==> config.mk <==
export PLATFORM = sky130hd
export DESIGN_NAME = load_store_unit
export DESIGN_NICKNAME = d
export VERILOG_FILES = /design/src/rtl/mips_mem_pkg.sv /design/src/rtl/load_store_unit_lane_mux.sv /design/src/rtl/load_store_unit.sv
export SDC_FILE = /design/constraint.sdc
export NUM_CORES = 1
export LEC_CHECK = 0
export CAP_MARGIN = 20
export CORE_MARGIN = 3
export CORE_UTILIZATION = 39
export CTS_BUF_LIST = sky130_fd_sc_hd__clkbuf_16
export DETAILED_ROUTE_END_ITERATION = 12
export PLACE_DENSITY_LB_ADDON = 0.1
export SLEW_MARGIN = 20
export SYNTH_ARGS = -nofsm -noshare
export SYNTH_HDL_FRONTEND = slang
export SYNTH_SLANG_ARGS = --single-unit
==> constraint.sdc <==
create_clock -name clk -period 2.55 [get_ports clk]
set_input_delay 0.3825 -clock clk [delete_from_list [all_inputs] [get_ports clk]]
set_output_delay 0.3825 -clock clk [all_outputs]
set_load 0.03 [all_outputs]
==> src/rtl/mips_mem_pkg.sv <==
// Shared encodings for the load/store unit: access sizes, FSM states and
// the alignment rule used to reject requests.
package mips_mem_pkg;

  localparam logic [1:0] SZ_BYTE = 2'b00;
  localparam logic [1:0] SZ_HALF = 2'b01;
  localparam logic [1:0] SZ_WORD = 2'b10;
  localparam logic [1:0] SZ_ILL  = 2'b11;

  typedef enum logic {
    IDLE      = 1'b0,
    RMW_WRITE = 1'b1
  } lsu_state_e;

  // True when the access size is undefined or the address is not aligned to it.
  function automatic logic bad_access(input logic [1:0] sz, input logic [1:0] lo);
    return (sz == SZ_ILL) || (sz == SZ_HALF && lo[0]) || (sz == SZ_WORD && lo != 2'b00);
  endfunction

endpackage

==> src/rtl/load_store_unit_lane_mux.sv <==
// Combinational lane steering: extract + extend a sub-word for loads, or merge
// a byte/half into a word for stores. STORE selects which result drives o_word.
module lane_mux
  import mips_mem_pkg::*;
#(
  parameter bit STORE      = 1'b0,
  parameter int DATA_WIDTH = 32
) (
  input  logic [DATA_WIDTH-1:0] i_word,
  input  logic [DATA_WIDTH-1:0] i_data,
  input  logic [1:0]            i_lo,
  input  logic [1:0]            i_size,
  input  logic                  i_unsigned,
  output logic [DATA_WIDTH-1:0] o_word
);

  localparam int NUM_LANES = DATA_WIDTH / 8;

  logic [NUM_LANES-1:0][7:0] w_word_b;
  logic [NUM_LANES-1:0][7:0] w_data_b;
  logic [NUM_LANES-1:0][7:0] w_st;
  logic [DATA_WIDTH-1:0]     w_ld;
  logic [7:0]                w_byte;
  logic [15:0]               w_half;

  assign w_word_b = i_word;
  assign w_data_b = i_data;
  assign w_byte   = w_word_b[i_lo];
  assign w_half   = i_lo[1] ? i_word[31:16] : i_word[15:0];

  always_comb begin
    w_ld = i_word;
    case (i_size)
      SZ_BYTE: w_ld = {{24{~i_unsigned & w_byte[7]}}, w_byte};
      SZ_HALF: w_ld = {{16{~i_unsigned & w_half[15]}}, w_half};
      default: w_ld = i_word;
    endcase
  end

  // Each lane either keeps the memory byte or takes the matching store byte.
  for (genvar k = 0; k < NUM_LANES; k++) begin : g_lane
    logic       w_sel;
    logic [7:0] w_src;
    assign w_sel = (i_size == SZ_BYTE && i_lo == 2'(k)) ||
                   (i_size == SZ_HALF && i_lo[1] == 1'(k / 2));
    assign w_src = (i_size == SZ_HALF) ? w_data_b[k % 2] : w_data_b[0];
    assign w_st[k] = w_sel ? w_src : w_word_b[k];
  end

  assign o_word = STORE ? w_st : w_ld;

endmodule

==> src/rtl/load_store_unit.sv <==
// MEM-stage load/store unit in front of a word-only data memory: sub-word
// loads, two-cycle read-modify-write for sub-word stores, illegal-access drop.
module load_store_unit
  import mips_mem_pkg::*;
#(
  parameter int DATA_WIDTH = 32,
  parameter int ADDR_WIDTH = 32
) (
  input  logic                  clk,
  input  logic                  reset,
  input  logic                  mem_read,
  input  logic                  mem_write,
  input  logic [1:0]            size,
  input  logic                  unsigned_ld,
  input  logic [ADDR_WIDTH-1:0] addr,
  input  logic [DATA_WIDTH-1:0] wdata,
  input  logic [DATA_WIDTH-1:0] dm_read_data,
  output logic [ADDR_WIDTH-1:0] dm_address,
  output logic [DATA_WIDTH-1:0] dm_write_data,
  output logic                  dm_mem_write,
  output logic                  dm_mem_read,
  output logic [DATA_WIDTH-1:0] rdata,
  output logic                  rdata_valid,
  output logic                  stall,
  output logic                  access_error
);

  lsu_state_e            r_state, w_state_nxt;
  logic [ADDR_WIDTH-1:0] r_cap_addr;
  logic [DATA_WIDTH-1:0] r_cap_data;
  logic [DATA_WIDTH-1:0] r_rdata;
  logic                  r_rdata_valid;
  logic                  r_access_error;

  logic                  w_req, w_illegal, w_ld, w_st_word, w_st_sub, w_idle;
  logic                  w_wr, w_rd;
  logic [ADDR_WIDTH-1:0] w_aligned;
  logic [DATA_WIDTH-1:0] w_ld_data, w_merged;

  assign w_req     = mem_read ^ mem_write;
  assign w_illegal = (mem_read & mem_write) | (w_req & bad_access(size, addr[1:0]));
  assign w_ld      = mem_read & ~mem_write & ~w_illegal;
  assign w_st_word = mem_write & ~mem_read & ~w_illegal & (size == SZ_WORD);
  assign w_st_sub  = mem_write & ~mem_read & ~w_illegal & (size != SZ_WORD);
  assign w_aligned = {addr[ADDR_WIDTH-1:2], 2'b00};
  assign w_idle    = (r_state == IDLE);

  lane_mux #(.STORE(1'b0), .DATA_WIDTH(DATA_WIDTH)) u_ld_mux (
    .i_word    (dm_read_data),
    .i_data    (wdata),
    .i_lo      (addr[1:0]),
    .i_size    (size),
    .i_unsigned(unsigned_ld),
    .o_word    (w_ld_data)
  );

  lane_mux #(.STORE(1'b1), .DATA_WIDTH(DATA_WIDTH)) u_st_mux (
    .i_word    (dm_read_data),
    .i_data    (wdata),
    .i_lo      (addr[1:0]),
    .i_size    (size),
    .i_unsigned(unsigned_ld),
    .o_word    (w_merged)
  );

  always_comb begin
    w_state_nxt   = r_state;
    dm_address    = w_aligned;
    dm_write_data = wdata;
    w_wr          = 1'b0;
    w_rd          = 1'b0;
    stall         = 1'b0;
    case (r_state)
      IDLE: begin
        if (w_st_word) w_wr = 1'b1;
        if (w_ld)      w_rd = 1'b1;
        if (w_st_sub) begin
          w_rd        = 1'b1;
          stall       = 1'b1;
          w_state_nxt = RMW_WRITE;
        end
      end
      RMW_WRITE: begin
        // The pipeline still presents the same store; only the capture matters.
        w_wr          = 1'b1;
        dm_address    = r_cap_addr;
        dm_write_data = r_cap_data;
        w_state_nxt   = IDLE;
      end
      default: w_state_nxt = IDLE;
    endcase
  end

  assign dm_mem_write = w_wr & ~reset;
  assign dm_mem_read  = w_rd & ~reset;

  always_ff @(posedge clk) begin
    if (reset) begin
      r_state        <= IDLE;
      r_cap_addr     <= '0;
      r_cap_data     <= '0;
      r_rdata        <= '0;
      r_rdata_valid  <= 1'b0;
      r_access_error <= 1'b0;
    end else begin
      r_state        <= w_state_nxt;
      r_rdata_valid  <= w_idle & w_ld;
      r_access_error <= w_idle & w_illegal;
      if (w_idle & w_ld) r_rdata <= w_ld_data;
      if (w_idle & w_st_sub) begin
        r_cap_addr <= w_aligned;
        r_cap_data <= w_merged;
      end
    end
  end

  assign rdata        = r_rdata;
  assign rdata_valid  = r_rdata_valid;
  assign access_error = r_access_error;

endmodule

== Word level (Yosys, flattened, before mapping) ==
Index checks and enable logic that the tools add are counted.

* Order comparisons: 1
* Equal/unequal tests: 7
* Mux-type cells: 19
* Bitwise gates (word level): 24
* Reductions and logical operators: 17

{| class="wikitable"
|+ Operators with widths
! operator !! count
|-
| $mux 32 || 2
|-
| $pmux 32 s2 || 1
|-
| $mux 8 || 6
|-
| $bmux 8 s2 || 1
|-
| $mux 16 || 1
|-
| $and 1x1->1 || 15
|-
| $eq 2x2->1 const B || 4
|-
| $logic_and 1x1->1 || 8
|-
| $not 1->1 || 7
|-
| $logic_or 1x1->1 || 6
|-
| $mux 1 || 6
|-
| $eq 2x1->1 const B || 2
|-
| $logic_not 2->1 || 2
|-
| $pmux 1 s2 || 2
|-
| $lt 2x3->1 const B || 1
|-
| $ne 2x2->1 const B || 1
|-
| $reduce_bool 2->1 || 1
|-
| $or 1x1->1 || 1
|-
| $xor 1x1->1 || 1
|}

* Register bits after elaboration: 97
* Bits of input ports: 103
* Output and inout port bits: 101
* Logic and storage cells: 74

== Depth between registers and ports, before layout ==
Gate-level depths: netlist (run 1).

* Depth after elaboration: 12
* Depth in mapped cells: 9
* Mapped depth without buffers: 6

== Hierarchy ==
Synthesis (run 1) repeated with hierarchy kept, for this count alone.

* Cells, all modules: 784
* Area total of the unflattened synthesis: 6,054.6 µm²

{| class="wikitable"
|+ By module, submodules not included
! module !! instances !! cells an instance !! area each (µm²)
|-
| load_store_unit || 1 || 614 || 4,677.0
|-
| lane_mux (u_ld_mux) || 1 || 122 || 842.1
|-
| lane_mux (u_st_mux) || 1 || 48 || 535.5
|}

== Worst setup path after synthesis (run 1) ==
Ideal clock, no wire load.

* Kind: input to output
* From: in mem_read
* To: out dm_mem_read
* Arrival time: 1,866 ps
* Required time: 2,168 ps
* Path slack: 301 ps
* Stages on the path: 7
* Path through: inv_1 > ha_1 > o311a_1 > buf_6 > nand2_8 > buf_2 > a21oi_1

* Cells in the longest elaborated chain, start to end: 9
* Elaborated cells between the ends (all ways): 15
* Classes of those cells: 3 x mux; 12 x bitwise

{| class="wikitable"
|+ RTL lines
! what !! RTL line !! text
|-
| start, declared || load_store_unit.sv:11 || <nowiki>input logic mem_read,</nowiki>
|-
| $xor 1x1->1 || load_store_unit.sv:40 || <nowiki>assign w_req = mem_read ^ mem_write;</nowiki>
|-
| $and 1x1->1 || load_store_unit.sv:41 || <nowiki>assign w_illegal = (mem_read & mem_write) | (w_req & bad_access(size, addr[1:0]));</nowiki>
|-
| $or 1x1->1 || load_store_unit.sv:41 ||
|-
| $not 1->1 || load_store_unit.sv:42, load_store_unit.sv:44 ||
|-
| $and 1x1->1, on equally long branches || load_store_unit.sv:42, load_store_unit.sv:44 ||
|-
| $mux 1 / $and 1x1->1 (equally long branches) || load_store_unit.sv:76, load_store_unit.sv:44 ||
|-
| $mux 1 (*) || load_store_unit.sv:77 || <nowiki>if (w_st_sub) begin</nowiki>
|-
| $mux 1 (*) || load_store_unit.sv:73 || <nowiki>case (r_state)</nowiki>
|-
| $and 1x1->1 (*) || load_store_unit.sv:95 || <nowiki>assign dm_mem_read = w_rd & ~reset;</nowiki>
|-
| end, declared || load_store_unit.sv:21 || <nowiki>output logic dm_mem_read,</nowiki>
|}

Every way passes the cells marked *; elsewhere a longest branch is shown, timed or not.

== Final worst setup path (run 1) ==
* From: in mem_read
* To: out dm_mem_write

* Cells in the longest elaborated chain, start to end: 9
* Elaborated cells between the ends (all ways): 12
* Classes of those cells: 2 x mux; 10 x bitwise

{| class="wikitable"
|+ RTL lines
! what !! RTL line !! text
|-
| $xor 1x1->1 || load_store_unit.sv:40 ||
|-
| $and 1x1->1 || load_store_unit.sv:41 ||
|-
| $or 1x1->1 || load_store_unit.sv:41 ||
|-
| $not 1->1 || load_store_unit.sv:43 || <nowiki>assign w_st_word = mem_write & ~mem_read & ~w_illegal & (size == SZ_WORD);</nowiki>
|-
| $and 1x1->1 (*) (2 in a row) || load_store_unit.sv:43 ||
|-
| $mux 1 (*) || load_store_unit.sv:75 || <nowiki>if (w_st_word) w_wr = 1'b1;</nowiki>
|-
| $pmux 1 s2 (*) || load_store_unit.sv:73 ||
|-
| $and 1x1->1 (*) || load_store_unit.sv:94 || <nowiki>assign dm_mem_write = w_wr & ~reset;</nowiki>
|-
| end, declared || load_store_unit.sv:20 || <nowiki>output logic dm_mem_write,</nowiki>
|}

Marks and branches as above.

==> metrics.md, run 1 <==
| Metric | Value |
|---|---|
| Bufs on Longest Clock Path | `2` |
| Max frequency | `401.7 MHz` |
| Commonest cells post-synth | `dfxtp_1, nand2b_1, mux2_2` |
| Clock Skew | `approximately 0.0049 ns` |
| Status | `finished, final reports clean` |
| Synthesis warning total | `0` |
| RSZ-0062 raised after global routing | `false` |
| CTS tree | `yes` |
| Setup Fix Bufs, Post-CTS | `0` |
| Total die area | `16180 um2` |
| Setup-failing EPs final | `0` |
| Max-Cap Viols | `0` |
| Max-slew violation count | `0` |
| Root buf cell | `clkbuf_16` |
| Max FO, Critical Path | `3` |
| Num CTS Buffers | `9` |
| WS Path Type | `in -> out` |
| Fin nets | `927` |
| DRC | `0` |
| Routability cong. | `0.9036` |
| Remaining antenna violation count after routing | `0` |
| DR WL/cell | `19.22 um` |
| CTS H-tree depth | `3` |
| Vias in the first global route | `5486` |
| Hold WC Path Type | `reg -> reg` |
| Number of synthesized flops with an enable pin | `0` |
| Hold Violations, Final | `0` |
| Die W | `127.2 um` |
| Starting Density | `0.4050` |
| Clock sink count | `97` |
| Cells after Synth | `632` |
| P_leak | `just over 3 nW` |
| Die Y | `127.2 um` |
| Final design utilization | `0.5848` |
| Power Density | `494.6 nW/um2` |
| Flop-to-flop setup slack | `0.47 ns` |
| Post-layout min period | `2.490 ns` |
| First-pass GRT wire length | `30.09 mm` |
| Yosys reg bits | `97` |
| Slew @ Worst Pin | `0.6218 ns` |
| Ports | `around 200` |
| CP arrival | `~2.1 ns` |
| Top cell type's share of synthesized area | `0.3389` |
| Worst setup EP type | `output port` |
| Initial DRT Pass Iterations | `5` |
| Routed vias/inst | `5.445` |
| Most frequent cell after synthesis | `dfxtp_1` |
| Distinct cells, synth | `43` |
| Crit start category | `primary input` |
| Synthesized cell area | `5730 um2` |
| Initial antenna violation count | `0` |
| Routed wire length | `around 19 mm` |
| Initial DRC count | `319` |
| CP required | `2.17 ns` |
| Clk Latency, worst-skew pair | `0.34 ns` |
| Tot GR Track Use | `0.2328` |
| Worst vdd rail ir drop | `288.8 uV` |
| Detailed placer's ending HPWL | `14.54 mm` |
| Fill cell count | `1261` |
| Slew HR | `0.5827` |
| Inserted Diodes | `0` |
| Port bufs | `201` |
| Core ar. | `14150 um2` |
| Num rows | `43` |
| Dominant cells by area after synthesis | `dfxtp_1, mux2_2, mux2i_1, nand2b_1, a21oi_1` |
| DR vias | `5478` |
| Area leader, netlist | `dfxtp_1` |
| Clock slew at reported path FFs | `0.07 ns` |
| Top FF cell, synth | `dfxtp_1` |
| Seq/Total Area, Yosys | `0.3389` |
| Synthesized area per cell | `9.067 um2` |
| Layout cell share with drive strength beyond 1 | `0.1671` |
| Area grow syn2layout | `44.39%` |
| Ys async rst share | `0` |
| Total gr overflow | `0` |
| Largest net degree at the start of global routing | `68` |
| Setup TNS | `0 ns` |
| Final worst path period share | `0.9763` |
cell type report:
type	count	area, um2	share of cell area
multi-input cells	466	3486	0.4213
repair buffers	239	2325	0.2810
flip-flops and latches	97	1943	0.2348
clock buffers	9	225.2	0.02722
well taps	180	225.2	0.02722
clock inverters	7	40.04	0.004839
inverters	8	30.03	0.003629
worst paths after layout:
| path | cells past startpoint | from | to |
|---|---|---|---|
| worst max-delay path | 7 | mem_read | dm_mem_write |
| worst min-delay path | 2 | r_cap_addr[28]$_SDFFE_PP0P_ | r_cap_addr[28]$_SDFFE_PP0P_ |
| worst max register to register | 6 | r_state$_SDFF_PP0_ | rdata[10]$_SDFFE_PP0P_ |
| worst min register to register | 2 | r_cap_addr[28]$_SDFFE_PP0P_ | r_cap_addr[28]$_SDFFE_PP0P_ |
stage by stage:
step	hold slack (ns)	area [um2]	setup WS [ns]	instances	power (mW)
2_1_floorplan	0.4452	5734	0.3011	633	2.327
5_1_grt	0.4835	8274	0.02074	1006	4.278
3_3_place_gp	0.4546	7991	-0.01779	990	2.855
4_1_cts	0.4733	8263	0.01583	1006	4.120
6_report	0.4718	8274	0.06036	1006	4.092
3_5_place_dp	0.4638	7991	-0.04677	990	2.867
metal layers:
layer | global-route usage | share of wire | wire length (um) | vias up
li1 | - | - | - | 2649
met1 | 0.3047 | 0.43 | 8385 | 2596
met2 | 0.3876 | 0.48 | 9225 | 211
met3 | 0.05059 | 0.071 | 1370 | 22
met4 | 0.06625 | 0.018 | 351 | 0
met5 | 0 | 0 | 0 | -
registers in the layout (all words and copies together), names as in the netlist:
register / count
access_error: 1
rdata: 32
r_cap_data: 32
r_cap_addr: 30
rdata_valid: 1
r_state: 1
kinds of logic (layout without fill, tap and decap cells):
family,Yosys count,in the layout,share of synthesized area
flip-flops,97,97,0.3389
AO/OA/AOI/OAI,147,147,0.1777
other,1,2,0.0006544
multiplexers,126,126,0.2352
adder cells (fa/ha/maj),3,3,0.006551
buffers and inverters,70,263,0.05655
AND/OR/NAND/NOR,188,188,0.1845
where the power goes:
part,leakage [nW],total [mW],internal [mW],switching [mW]
registers,0.791,1.64,1.59,0.0417
clock network,0.131,1.25,0.652,0.600
logic,2.15,1.20,0.568,0.636
timing repair:
| item | 4_1_cts | 5_1_grt |
|---|---|---|
| resized for setup | 2 | 1 |
| hold buffers | 0 | 0 |
| setup endpoints to repair | 2 | 1 |
worst max-delay path, stage by stage:
cell             delay, ns
clkdlybuf4s50_1       0.48
inv_1                 0.05
ha_1                  0.32
o311a_4               0.43
a21oi_1               0.19
nor2_2                0.09
buf_12                0.17
placed cells by master, fill, tap and decap left out, drive strengths merged:
cell	count
or4	1
a22oi	7
and2	3
nand3	16
dfxtp	97
nand4bb	5
o22ai	1
nor2b	5
or2	2
a222oi	1
clkdlybuf4s50	197
nand2	26
nand2b	87
a211o	16
nor2	38
buf	42
conb	2
a211oi	32
o31a	1
inv	10
nor3	1
clkbuf	9
o221ai	7
or4bb	2
nor3b	2
o31ai	2
clkinvlp	2
clkinv	3
ha	3
o21ai	4
o311a	1
mux2	69
a21oi	59
a311oi	16
mux2i	57
Note: power is estimated with default switching activity, not from simulation.
==> inputs of run 2 (changes only) <==
--- a/config.mk
+++ b/config.mk
@@ -10,7 +10,8 @@
 export CORE_UTILIZATION = 39
 export CTS_BUF_LIST = sky130_fd_sc_hd__clkbuf_16
 export DETAILED_ROUTE_END_ITERATION = 12
-export PLACE_DENSITY_LB_ADDON = 0.1
+export HOLD_SLACK_MARGIN = 0.06
+export PLACE_DENSITY = 0.71
 export SLEW_MARGIN = 20
 export SYNTH_ARGS = -nofsm -noshare
 export SYNTH_HDL_FRONTEND = slang
==> metrics.md, run 2 (same netlist as run 1, synthesis figures left out) <==
| Metric | Value |
|---|---|
| Status | `finished, final reports clean` |
| Layout cell share with drive strength beyond 1 | `0.1681 (+0.001007)` |
| P_leak | `3.112 nW (+1.3%)` |
| Largest net degree at the start of global routing | `65 (-4.4%)` |
| Fin worst setup slack | `0.09453 ns (+0.03416 ns)` |
| Post-layout min period | `2.455 ns (-0.03416 ns)` |
| Max FO, Critical Path | `2 (-1)` |
| Setup Fix Bufs, Post-CTS | `0 (unchanged)` |
| Routability cong. | `0.9556 (+5.8%)` |
| Clock power frac | `0.332 (+0.026)` |
| Initial DRT Pass Iterations | `5 (unchanged)` |
| Starting Density | `0.4050 (unchanged)` |
| Root buf cell | `clkbuf_16` |
| Clock sink count | `97 (unchanged)` |
| Max-slew violation count | `0 (unchanged)` |
| Hold WC Path Type | `reg -> reg` |
| CP required | `2.17 ns (about the same)` |
| Clk Latency, worst-skew pair | `0.34 ns (about the same)` |
| Bufs on Longest Clock Path | `2 (unchanged)` |
| Post-CTS Hold Buffers | `0 (unchanged)` |
| Detailed placer's ending HPWL | `14.46 mm (-0.56%)` |
| Port bufs | `201 (unchanged)` |
| Num rows | `43 (unchanged)` |
| Worst slack at placement | `-0.1151 ns (-0.06836 ns)` |
| CP arrival | `2.07 ns (-0.04 ns)` |
| Fin Hold WS | `0.4726 ns (+0.0008610 ns)` |
| Sw frac | `0.2933 (-0.01900)` |
| WS Path Type | `in -> out` |
| Commonest non-fill, non-tap cell in the layout | `clkdlybuf4s50_1` |
| Routed wire length | `19.08 mm (-1.3%)` |
| RSZ-0062 raised after global routing | `false` |
| Crit start category | `primary input` |
| Reg area | `1946 um2 (+0.13%)` |
| Tot GR Track Use | `0.2286 (-0.004141)` |
| Slew HR | `0.5280 (-0.05467)` |
| DRC | `0 (unchanged)` |
| DR WL/cell | `18.95 um (-1.4%)` |
| Max-Cap Viols | `0 (unchanged)` |
| CTS H-tree depth | `3 (unchanged)` |
| Ports | `204 (unchanged)` |
| Die W | `127.2 um (unchanged)` |
| Area grow syn2layout | `45.74%` |
| Commonest cells after routing, fill and taps aside | `clkdlybuf4s50_1, dfxtp_1, nand2b_1` |
| Pint | `3.006 mW (+6.8%)` |
| Remaining antenna violation count after routing | `0 (unchanged)` |
| Inserted Diodes | `0 (unchanged)` |
| CTS tree | `yes` |
| Core ar. | `14150 um2 (unchanged)` |
| Slew @ Worst Pin | `0.7079 ns (+0.08608 ns)` |
| Initial DRC count | `418 (+31%)` |
| Hold Violations, Final | `0 (unchanged)` |
| Clock slew at reported path FFs | `0.06 ns (about the same)` |
| Fin nets | `930 (+0.32%)` |
| Initial antenna violation count | `0 (unchanged)` |
| Slowest Stage Delay on Critical Path | `0.42 ns (-0.06 ns)` |
| Max frequency | `407.3 MHz (+1.4%)` |
| CP top delay family | `buffers and inverters` |
| Total gr overflow | `0 (unchanged)` |
| Cell at the slowest stage of the critical path | `clkdlybuf4s50_1` |
| Routed vias/inst | `5.459 (+0.25%)` |
| Multi-input gate area | `3493 um2 (+0.22%)` |
| Comb power frac | `0.282 (-0.012)` |
| Cell mode on critical path | `buf_4` |
| Die Y | `127.2 um (unchanged)` |
| First-pass GRT wire length | `29.41 mm (-2.2%)` |
| Worst vdd rail ir drop | `302.0 uV (+4.6%)` |
| Worst path bufs/invs | `3 (unchanged)` |
| Setup-failing EPs final | `0 (unchanged)` |
| Total die area | `16180 um2 (unchanged)` |
| Clock Skew | `0.008134 ns (+0.003203 ns)` |
| Num CTS Buffers | `9 (unchanged)` |
| Power Density | `509.3 nW/um2 (+3.0%)` |
| Sequential share of power | `0.386 (-0.014)` |
| Worst path cell trace | `clkdlybuf4s50_1 -> buf_4 -> ha_1 -> nor3b_2 -> o31ai_4 -> a21oi_1 -> buf_4` |
| Vias in the first global route | `5409 (-1.4%)` |
| NetSw | `1.248 mW (-2.4%)` |
| Worst setup EP type | `output port` |
| Fill cell count | `1240 (-1.7%)` |
| Final worst path period share | `0.9629 (-0.01340)` |
| DR vias | `5497 (+0.35%)` |
-- run 2: worst register-to-register path, stage by stage (launching register included) --
cell and delay, ns:
dfxtp_4 0.41, buf_12 0.18, nor3b_2 0.31, o31ai_4 0.14, buf_4 0.22, a21oi_1 0.50, a211oi_1 0.16
-- run 2: cell type report --
class                           instances  share of cell area
Multi-Input combinational cell        466              0.4183
Timing Repair Buffer                  242              0.2825
Sequential cell                        97              0.2330
Clock buffer                            9             0.02697
Tap cell                              180             0.02697
Clock inverter                          5            0.008689
Inverter                                8            0.003596
-- run 2: what timing repair did --
item                                   in CTS  in global routing
setup endpoints to repair                   2                 20
endpoints found under the hold margin       0                  0
gates resized for setup                     2                  2
pin swaps                                   0                  1
-- run 2: power by group through the flow --
stage	Sequential, mW	Clock (mW)	Combinational [mW]
2_1_floorplan	1.73	0	0.599
3_3_place_gp	1.68	0	1.18
3_5_place_dp	1.68	0	1.19
4_1_cts	1.64	1.43	1.20
5_1_grt	1.65	1.50	1.27
6_report	1.64	1.41	1.20
-- run 2: stage by stage --
| step | setup TNS (ns) | util | cell area [um2] | instances | power (mW) |
|---|---|---|---|---|---|
| after CTS | 0 | 0.5894 | 8341 | 1007 | 4.277 |
| final | 0 | 0.5902 | 8352 | 1007 | 4.253 |
| after floorplan | 0 | - | 5734 | 633 | 2.327 |
| after detailed placement | -0.7605 | 0.5672 | 8026 | 993 | 2.865 |
| after global placement | 0 | 0.5672 | 8026 | 993 | 2.852 |
| after global routing | 0 | 0.5902 | 8352 | 1007 | 4.425 |
-- run 2: routing by layer --
| metal | vias up | GRT usage | part of all wire |
|---|---|---|---|
| met2 | 256 | 0.3677 | 0.45 |
| met5 | - | 0 | 0 |
| li1 | 2666 | - | - |
| met3 | 28 | 0.04640 | 0.079 |
| met1 | 2547 | 0.3084 | 0.45 |
| met4 | 0 | 0.07445 | 0.020 |
-- run 2: final timing paths --
| kind | from | endpoint | slack, ns | cells past startpoint |
|---|---|---|---|---|
| hold / removal | r_cap_addr[22]$_SDFFE_PP0P_ | r_cap_addr[22]$_SDFFE_PP0P_ | 0.47 | 2 |
| hold reg to reg | r_cap_addr[22]$_SDFFE_PP0P_ | r_cap_addr[22]$_SDFFE_PP0P_ | 0.47 | 2 |
| setup reg to reg | r_state$_SDFF_PP0_ | rdata[9]$_SDFFE_PP0P_ | 0.49 | 6 |
| setup / recovery | mem_read | dm_mem_read | 0.09 | 7 |
